## src/rtl/bram_arbiter.sv

```systemverilog
// Round-robin arbiter that shares one single-port BRAM between two requesters,
// with an optional bounded lock for atomic sequences and read-data return routing.
module bram_arbiter #(
  parameter int ADDR_WIDTH = 32,
  parameter int DATA_WIDTH = 32,
  parameter int WEN_WIDTH  = (DATA_WIDTH + 7) / 8,
  parameter int RD_LATENCY = 1,
  parameter int MAX_HOLD   = 16
) (
  input  logic                  Clk,
  input  logic                  Rst,
  input  logic                  inj_rst,

  input  logic                  P0_Req,
  input  logic                  P0_Lock,
  input  logic [ADDR_WIDTH-1:0] P0_Addr,
  input  logic [DATA_WIDTH-1:0] P0_Din,
  input  logic [WEN_WIDTH-1:0]  P0_WEN,
  output logic                  P0_Gnt,
  output logic [DATA_WIDTH-1:0] P0_Dout,
  output logic                  P0_RdValid,

  input  logic                  P1_Req,
  input  logic                  P1_Lock,
  input  logic [ADDR_WIDTH-1:0] P1_Addr,
  input  logic [DATA_WIDTH-1:0] P1_Din,
  input  logic [WEN_WIDTH-1:0]  P1_WEN,
  output logic                  P1_Gnt,
  output logic [DATA_WIDTH-1:0] P1_Dout,
  output logic                  P1_RdValid,

  output logic [ADDR_WIDTH-1:0] O_Addr,
  output logic                  O_EN,
  output logic [DATA_WIDTH-1:0] O_Din,
  input  logic [DATA_WIDTH-1:0] O_Dout,
  output logic [WEN_WIDTH-1:0]  O_WEN,
  output logic                  O_Clk,
  output logic                  O_Rst
);

  typedef enum logic [1:0] {
    ARB   = 2'd0,
    HOLD0 = 2'd1,
    HOLD1 = 2'd2
  } state_t;

  localparam logic [7:0] HOLD_LIMIT = 8'(MAX_HOLD);

  state_t                state, state_next;
  logic                  last_gnt, last_gnt_next;
  logic [7:0]            hold_cnt, hold_cnt_next, hold_cnt_inc;
  logic                  gnt0, gnt1;
  logic                  issue_read;
  logic [RD_LATENCY-1:0] rd_valid, rd_owner;
  logic                  exit_valid, exit_owner;

  always_comb begin
    gnt0 = 1'b0;
    gnt1 = 1'b0;
    if (!Rst && !inj_rst) begin
      case (state)
        ARB: begin
          if (P0_Req && P1_Req) begin
            gnt0 = last_gnt;
            gnt1 = !last_gnt;
          end else begin
            gnt0 = P0_Req;
            gnt1 = P1_Req;
          end
        end
        HOLD0:   gnt0 = P0_Req;
        HOLD1:   gnt1 = P1_Req;
        default: ;
      endcase
    end
  end

  assign hold_cnt_inc = hold_cnt + 8'd1;

  // hold_cnt counts cycles owned, including the cycle the lock was taken;
  // reaching HOLD_LIMIT ends the hold and hands contention to the other port.
  always_comb begin
    state_next    = state;
    last_gnt_next = last_gnt;
    hold_cnt_next = hold_cnt;
    if (gnt0) begin
      last_gnt_next = 1'b0;
    end else if (gnt1) begin
      last_gnt_next = 1'b1;
    end
    if (inj_rst) begin
      state_next    = ARB;
      hold_cnt_next = '0;
    end else begin
      case (state)
        ARB: begin
          if (((gnt0 && P0_Lock) || (gnt1 && P1_Lock)) && HOLD_LIMIT != 8'd1) begin
            state_next    = gnt0 ? HOLD0 : HOLD1;
            hold_cnt_next = 8'd1;
          end
        end
        HOLD0: begin
          if (!P0_Lock) begin
            state_next    = ARB;
            hold_cnt_next = '0;
          end else if (hold_cnt_inc == HOLD_LIMIT) begin
            state_next    = ARB;
            hold_cnt_next = '0;
            last_gnt_next = 1'b0;
          end else begin
            hold_cnt_next = hold_cnt_inc;
          end
        end
        HOLD1: begin
          if (!P1_Lock) begin
            state_next    = ARB;
            hold_cnt_next = '0;
          end else if (hold_cnt_inc == HOLD_LIMIT) begin
            state_next    = ARB;
            hold_cnt_next = '0;
            last_gnt_next = 1'b1;
          end else begin
            hold_cnt_next = hold_cnt_inc;
          end
        end
        default: begin
          state_next    = ARB;
          hold_cnt_next = '0;
        end
      endcase
    end
  end

  always_ff @(posedge Clk) begin
    if (Rst) begin
      state    <= ARB;
      last_gnt <= 1'b1;
      hold_cnt <= '0;
    end else begin
      state    <= state_next;
      last_gnt <= last_gnt_next;
      hold_cnt <= hold_cnt_next;
    end
  end

  assign issue_read = (gnt0 && (P0_WEN == '0)) || (gnt1 && (P1_WEN == '0));

  // One slot per latency cycle; the last slot lines up with O_Dout.
  always_ff @(posedge Clk) begin
    if (Rst || inj_rst) begin
      rd_valid <= '0;
      rd_owner <= '0;
    end else begin
      rd_valid[0] <= issue_read;
      rd_owner[0] <= gnt1;
      for (int i = 1; i < RD_LATENCY; i++) begin
        rd_valid[i] <= rd_valid[i-1];
        rd_owner[i] <= rd_owner[i-1];
      end
    end
  end

  assign exit_valid = rd_valid[RD_LATENCY-1] && !Rst;
  assign exit_owner = rd_owner[RD_LATENCY-1];

  assign P0_Gnt     = gnt0;
  assign P1_Gnt     = gnt1;
  assign P0_RdValid = exit_valid && !exit_owner;
  assign P1_RdValid = exit_valid && exit_owner;
  assign P0_Dout    = P0_RdValid ? O_Dout : '0;
  assign P1_Dout    = P1_RdValid ? O_Dout : '0;

  // An injected reset keeps the BRAM enabled so its own reset takes effect.
  always_comb begin
    O_EN   = 1'b0;
    O_Addr = '0;
    O_Din  = '0;
    O_WEN  = '0;
    if (!Rst) begin
      if (inj_rst) begin
        O_EN = 1'b1;
      end else if (gnt0) begin
        O_EN   = 1'b1;
        O_Addr = P0_Addr;
        O_Din  = P0_Din;
        O_WEN  = P0_WEN;
      end else if (gnt1) begin
        O_EN   = 1'b1;
        O_Addr = P1_Addr;
        O_Din  = P1_Din;
        O_WEN  = P1_WEN;
      end
    end
  end

  assign O_Clk = Clk;
  assign O_Rst = Rst || inj_rst;

endmodule

```

## config.mk

```make
export PLATFORM = sky130hd
export DESIGN_NAME = bram_arbiter
export DESIGN_NICKNAME = d
export VERILOG_FILES = /design/src/rtl/bram_arbiter.sv
export SDC_FILE = /design/constraint.sdc
export NUM_CORES = 1
export LEC_CHECK = 0
export ABC_AREA = 1
export BUFFER_PORTS_ARGS = -buffer_cell sky130_fd_sc_hd__buf_2
export CORE_AREA = 2 2 124 126
export DETAILED_ROUTE_END_ITERATION = 6
export DIE_AREA = 0 0 126 128
export PLACE_DENSITY = 0.57
export SETUP_SLACK_MARGIN = 0.02
export SYNTH_ARGS = -nofsm -noshare
export SYNTH_HDL_FRONTEND = slang
export SYNTH_SLANG_ARGS = --single-unit
export TNS_END_PERCENT = 100
```

## constraint.sdc

```tcl
create_clock -name Clk -period 4.1 [get_ports Clk]
set_clock_uncertainty 0.1 [all_clocks]
set_input_delay 0.205 -clock Clk [delete_from_list [all_inputs] [get_ports Clk]]
set_output_delay 0.205 -clock Clk [all_outputs]
set_load 0.01 [all_outputs]
```

Yosys cells after proc, flatten, opt, wreduce, memory -nomap -nowiden
Cells that the tools add are included.
{"block": "op_classes", "addsub": 1, "n_mul": 0, "n_div": 0, "order_cmp": 0, "n_eq_ne": 4, "shift": 0, "mux": 43, "bitwise_logic": 0, "reduce_logical": 20}
{"cell": "$mux 32", "count": 10}
{"cell": "$mux 8", "count": 4}
{"cell": "$pmux 8 s3", "count": 1}
{"cell": "$mux 4", "count": 4}
{"cell": "$mux 1", "count": 15}
{"cell": "$mux 2", "count": 5}
{"cell": "$logic_and 1x1->1", "count": 9}
{"cell": "$add 8x1->8 const B", "count": 1}
{"cell": "$eq 8x5->1 const B", "count": 1}
{"cell": "$logic_not 4->1", "count": 2}
{"cell": "$pmux 1 s2", "count": 3}
{"cell": "$pmux 2 s3", "count": 1}
{"cell": "$logic_not 1->1", "count": 4}
{"cell": "$logic_or 1x1->1", "count": 3}
{"cell": "$eq 2x1->1 const B", "count": 1}
{"cell": "$eq 2x2->1 const B", "count": 1}
{"cell": "$logic_not 2->1", "count": 1}
{"cell": "$ne 2x2->1 const B", "count": 1}
{"cell": "$reduce_or 2->1", "count": 1}
{"block": "word_totals", "register_bits": 13, "latch_bits": 0, "mem_bits_rw": 0, "rom_bits": 0, "inputBits": 175, "out_inout_bits": 139, "elab_cells": 73, "memories": 0}

Longest topological paths before layout
{"block": "logic_depth", "ltp_word": 10, "depth_mapped": 12, "mapped_depth_nobuf": 12}

==> results <==
- The flow ran to the end, and the final reports show no timing, DRC or antenna violations.
- Based on the critical path, the design can be clocked at up to 0.3392 GHz.
- The top cell types in the final layout, fill and taps aside, are 313 x sky130_fd_sc_hd__buf_2, 174 x sky130_fd_sc_hd__nand2_1, 80 x sky130_fd_sc_hd__nor2_1, 73 x sky130_fd_sc_hd__nand3_1, 59 x sky130_fd_sc_hd__inv_1.
- The HPWL after detailed placement is 9.846 mm.
- The number of pins exceeding their max-slew limit in the final report is 0.
- Compared with the post-synthesis result, the final layout area differs by 78.53%.
- The number of I/O pins is 314.
- Summed over all nets, the switching power comes to 0.0002267 W.
- Setup repair after global routing left no endpoint under its margin.
- The critical path is of the flip-flop to output pin type.
- For this design the ratio of total power to cell area is 174.9 nW/um^2.
- The largest incremental delay on the critical path is 0.58 ns.
- Once detail routing completed, the nets flagged for antenna violations numbered 0.
- The count of buffers inserted at the top-level ports is 313.
- Dividing the detail-routed wire length by the instance count gives 12.40 microns.
- The number of hold violations in the final report was 0.
- The number of nets produced by synthesis is 662.
- STA puts the critical path data arrival time at 2.64 ns.
- After detailed routing, the total wire length is 11.95 mm.
- The leakage power figure is 2.885 nW.
- The number of instances in the placed design is 957.
- The signal on the critical path passes through inv_1 -> ha_1 -> inv_2 -> a21oi_2 -> o21ai_2 -> nor2_8 -> buf_4 -> nand3_1 -> nand2_1 -> buf_2.
- The number of detailed-route iterations in the first pass is 4.
- The slowest stage of the critical path is the sky130_fd_sc_hd__nor2_8 cell.
- The first global-routing pass estimated 17.31 mm of wire.
- Leaving out fill and tap cells, the most frequent cell in the layout is sky130_fd_sc_hd__buf_2.
- In the final layout, the share of cells above drive strength 1 is 0.4317.
- The floorplan core area is 14,860 sq um.
- Subtracting the final worst setup slack from the clock period gives 2.948 ns.
- The number of warnings issued by yosys is 0.
- The critical path's top delay family is simple AND/OR/NAND/NOR gates.
- For the pin with the worst max-slew slack, the measured transition is 0.9522 ns.
- The internal portion of the total power is 0.0005032 W.
- The global-route track usage on met1 is 0.1607.
- The type of element capturing the critical path is an output pin.
- The insertion delay of the later-clocked pin in the worst-skew pair is 0.36 ns.
- The aggregate negative setup slack is 0 ns.
- The DRC marker count from the first detailed-route iteration is 170.
- The count of different cell masters after synthesis is 28.
- Along the worst path, the maximum fanout reaches 57.
- After technology mapping, the gate count stands at 481.
- Of the total power, the share spent switching nets is 0.3106.
- The cell area that synthesis handed to floorplanning was 2337 sq um.
- The met3 track demand over resource in global routing is 0.02212.
- The floorplan has 45 rows.
- The post-route clock period utilization is 0.7191.
- The relative max-transition margin is 0.3645.
- For the worst setup path, the data required time is 3.80 ns.
- The remaining global-route overflow is 0.
- Of the total power, the clock network draws 0.478.
- The clock transition time at the flip-flop clock pins of the worst setup and hold paths is 0.05 ns.
- The quantity of hold-fixing buffers added after cts is 0.
- For this run, the total global-route usage over all layers was measured as 0.1319.
- For this run, the share of the core covered by cells in the final layout is 0.2807.
- After the last flow step, the layout net total stands at 958.
- The count of placed standard cells in the final layout, fillers left out is 964.
- The max-capacitance violation count is 0.
- The repair_antennas step left the layout with diodes totalling 0.
- In this run, synthesis produced a sequential element count of 13.
- The worst setup path is launched from a flip-flop.
- After filler insertion, the fill cell instance count of the layout stands at 1,735.
- The synthesized area divided by synthesized cell count is 4.859 sq um.
- For this configuration, the core starts out at a cell density of 0.1572.
- The part of the power in combinational logic is 0.337.
- The number of setup violations in the final report is 0.
- VDD sags by at most 0.1383 mV.
- Of the synthesized area, sequential elements account for 0.1113.
- The fraction of met2 tracks used by global routing is 0.2460.
- The via count of the routed design is 4,007.
- The number of global-route vias before repair was 3,473.
- The proportion of power drawn by flip-flops and latches is 0.185.
- The number of antenna violations at the first check in global routing is 1.
- With fillers left out, the area of the finished cells amounts to 4173 sq um.
- The post-route DRC violation count is 0.
- Using the TritonRoute via totals, the vias-per-cell ratio works out to 4.157.
- Measured along the x axis, the die boundary spans 126 microns.
- Entering global routing, the biggest net connects 69 pins.
- The layer with the highest usage after global routing is met2.
- The die is 128 microns tall.
- The cell area after placement is 4019 sq um.
- The tightest min-delay check is of the primary input to flip-flop type.
- The clock tree from TritonCTS is done.
- Post-CTS timing repair inserted 0 buffers for setup.
- The die covers 16,130 sq um.
- The post-cts resize count is 0.
- The post-layout total power is 0.0007299 W.
- The number of buffers and inverters on the critical path is 4.
- The placer's final routability congestion estimate is 0.7749.
[final cells by class]
cell class	count	area (sq um)	area share
multi-input cells	378	1698	0.4069
repair buffers	316	1592	0.3814
flip-flops and latches	13	260.3	0.06237
well taps	188	235.2	0.05637
inverters	61	229.0	0.05487
clock buffers	8	158.9	0.03808
[worst register-to-register path: cells and delay by family (launching register included)]
kind                     cells  cell delay, ns
flip-flops                   1            0.33
buffers and inverters        2            0.17
AND/OR/NAND/NOR              3            0.84
adder cells (fa/ha/maj)      1            0.29
AO/OA/AOI/OAI                4            0.54
[cell families after synthesis]
| group | after synthesis | synth area share |
|---|---|---|
| simple gates | 342 | 0.6140 |
| flops | 13 | 0.1113 |
| fa+ha+maj | 6 | 0.03212 |
| buf+inv | 90 | 0.1633 |
| xor+xnor | 1 | 0.003748 |
| compound gates | 29 | 0.07549 |
[through the flow]
| stage | setup WS, ns | hold WS, ns |
|---|---|---|
| detailed placement | 1.525 | 0.2056 |
| floorplan | 1.626 | 0.1968 |
| global placement | 1.547 | 0.2056 |
| CTS | 1.145 | 0.1002 |
| global route | 0.8840 | 0.1228 |
| finish | 1.152 | 0.1046 |
[worst paths after layout]
path	to	slack, ns	startpoint	cells after the start
worst max-delay path	O_Addr[3]	1.15	state[0]	10
worst max register to register	hold_cnt[0]	1.76	state[0]	10
worst min register to register	state[1]	0.40	state[1]	2
worst min-delay path	exit_owner	0.10	P1_Req	3
[state kept, by name, summed over array words and instances, names as in the netlist]
name,flops
hold_cnt,8
state,2
exit_owner,1
last_gnt,1
rd_valid,1
[synth_stat cells]
cell type                  number  area (sq um)
sky130_fd_sc_hd__ha_1           6         75.07
sky130_fd_sc_hd__nand3_2        2         20.02
sky130_fd_sc_hd__nor2_8         1         20.02
sky130_fd_sc_hd__o21ai_2        1         8.760
sky130_fd_sc_hd__nor2_2         2         12.51
sky130_fd_sc_hd__o21ai_0        8         40.04
sky130_fd_sc_hd__nand4_1        2         12.51
sky130_fd_sc_hd__a21oi_2        1         8.760
sky130_fd_sc_hd__nand3_1       73         365.4
sky130_fd_sc_hd__o21bai_1       1         7.510
sky130_fd_sc_hd__dfxtp_1       13         260.3
sky130_fd_sc_hd__xor2_1         1         8.760
sky130_fd_sc_hd__clkbuf_1      10         37.54
sky130_fd_sc_hd__buf_4          8         60.06
sky130_fd_sc_hd__nor3_1         3         15.01
sky130_fd_sc_hd__nand2_1      175         656.9
sky130_fd_sc_hd__nor2_1        80         300.3
sky130_fd_sc_hd__a21oi_4        1         16.27
sky130_fd_sc_hd__buf_2         11         55.05
sky130_fd_sc_hd__o31ai_1        2         15.01
sky130_fd_sc_hd__nor4_1         1         6.260
sky130_fd_sc_hd__o21ai_1        2         10.01
sky130_fd_sc_hd__a21oi_1       12         60.06
sky130_fd_sc_hd__nand3b_1       2         15.01
sky130_fd_sc_hd__nand2_4        1         11.26
sky130_fd_sc_hd__inv_2          2         7.510
sky130_fd_sc_hd__inv_1         59         221.5
sky130_fd_sc_hd__a32o_1         1         10.01
[power by group through the flow]
stage	sequential, W	combinational (W)	clock [W]
finish	0.000135	0.000246	0.000349
global placement	0.000137	0.000249	0.0000147
detailed placement	0.000137	0.000248	0.0000147
floorplan	0.000136	0.000110	0.0000201
global route	0.000135	0.000273	0.000362
CTS	0.000135	0.000249	0.000356
[metal layers]
| metal | share of wire | vias up |
|---|---|---|
| li1 | - | 2075 |
| met1 | 0.41 | 1719 |
| met2 | 0.51 | 202 |
| met3 | 0.080 | 9 |
| met4 | 0.0046 | 2 |
| met5 | 0.00059 | - |
Note: power is estimated with default switching activity, not from simulation.
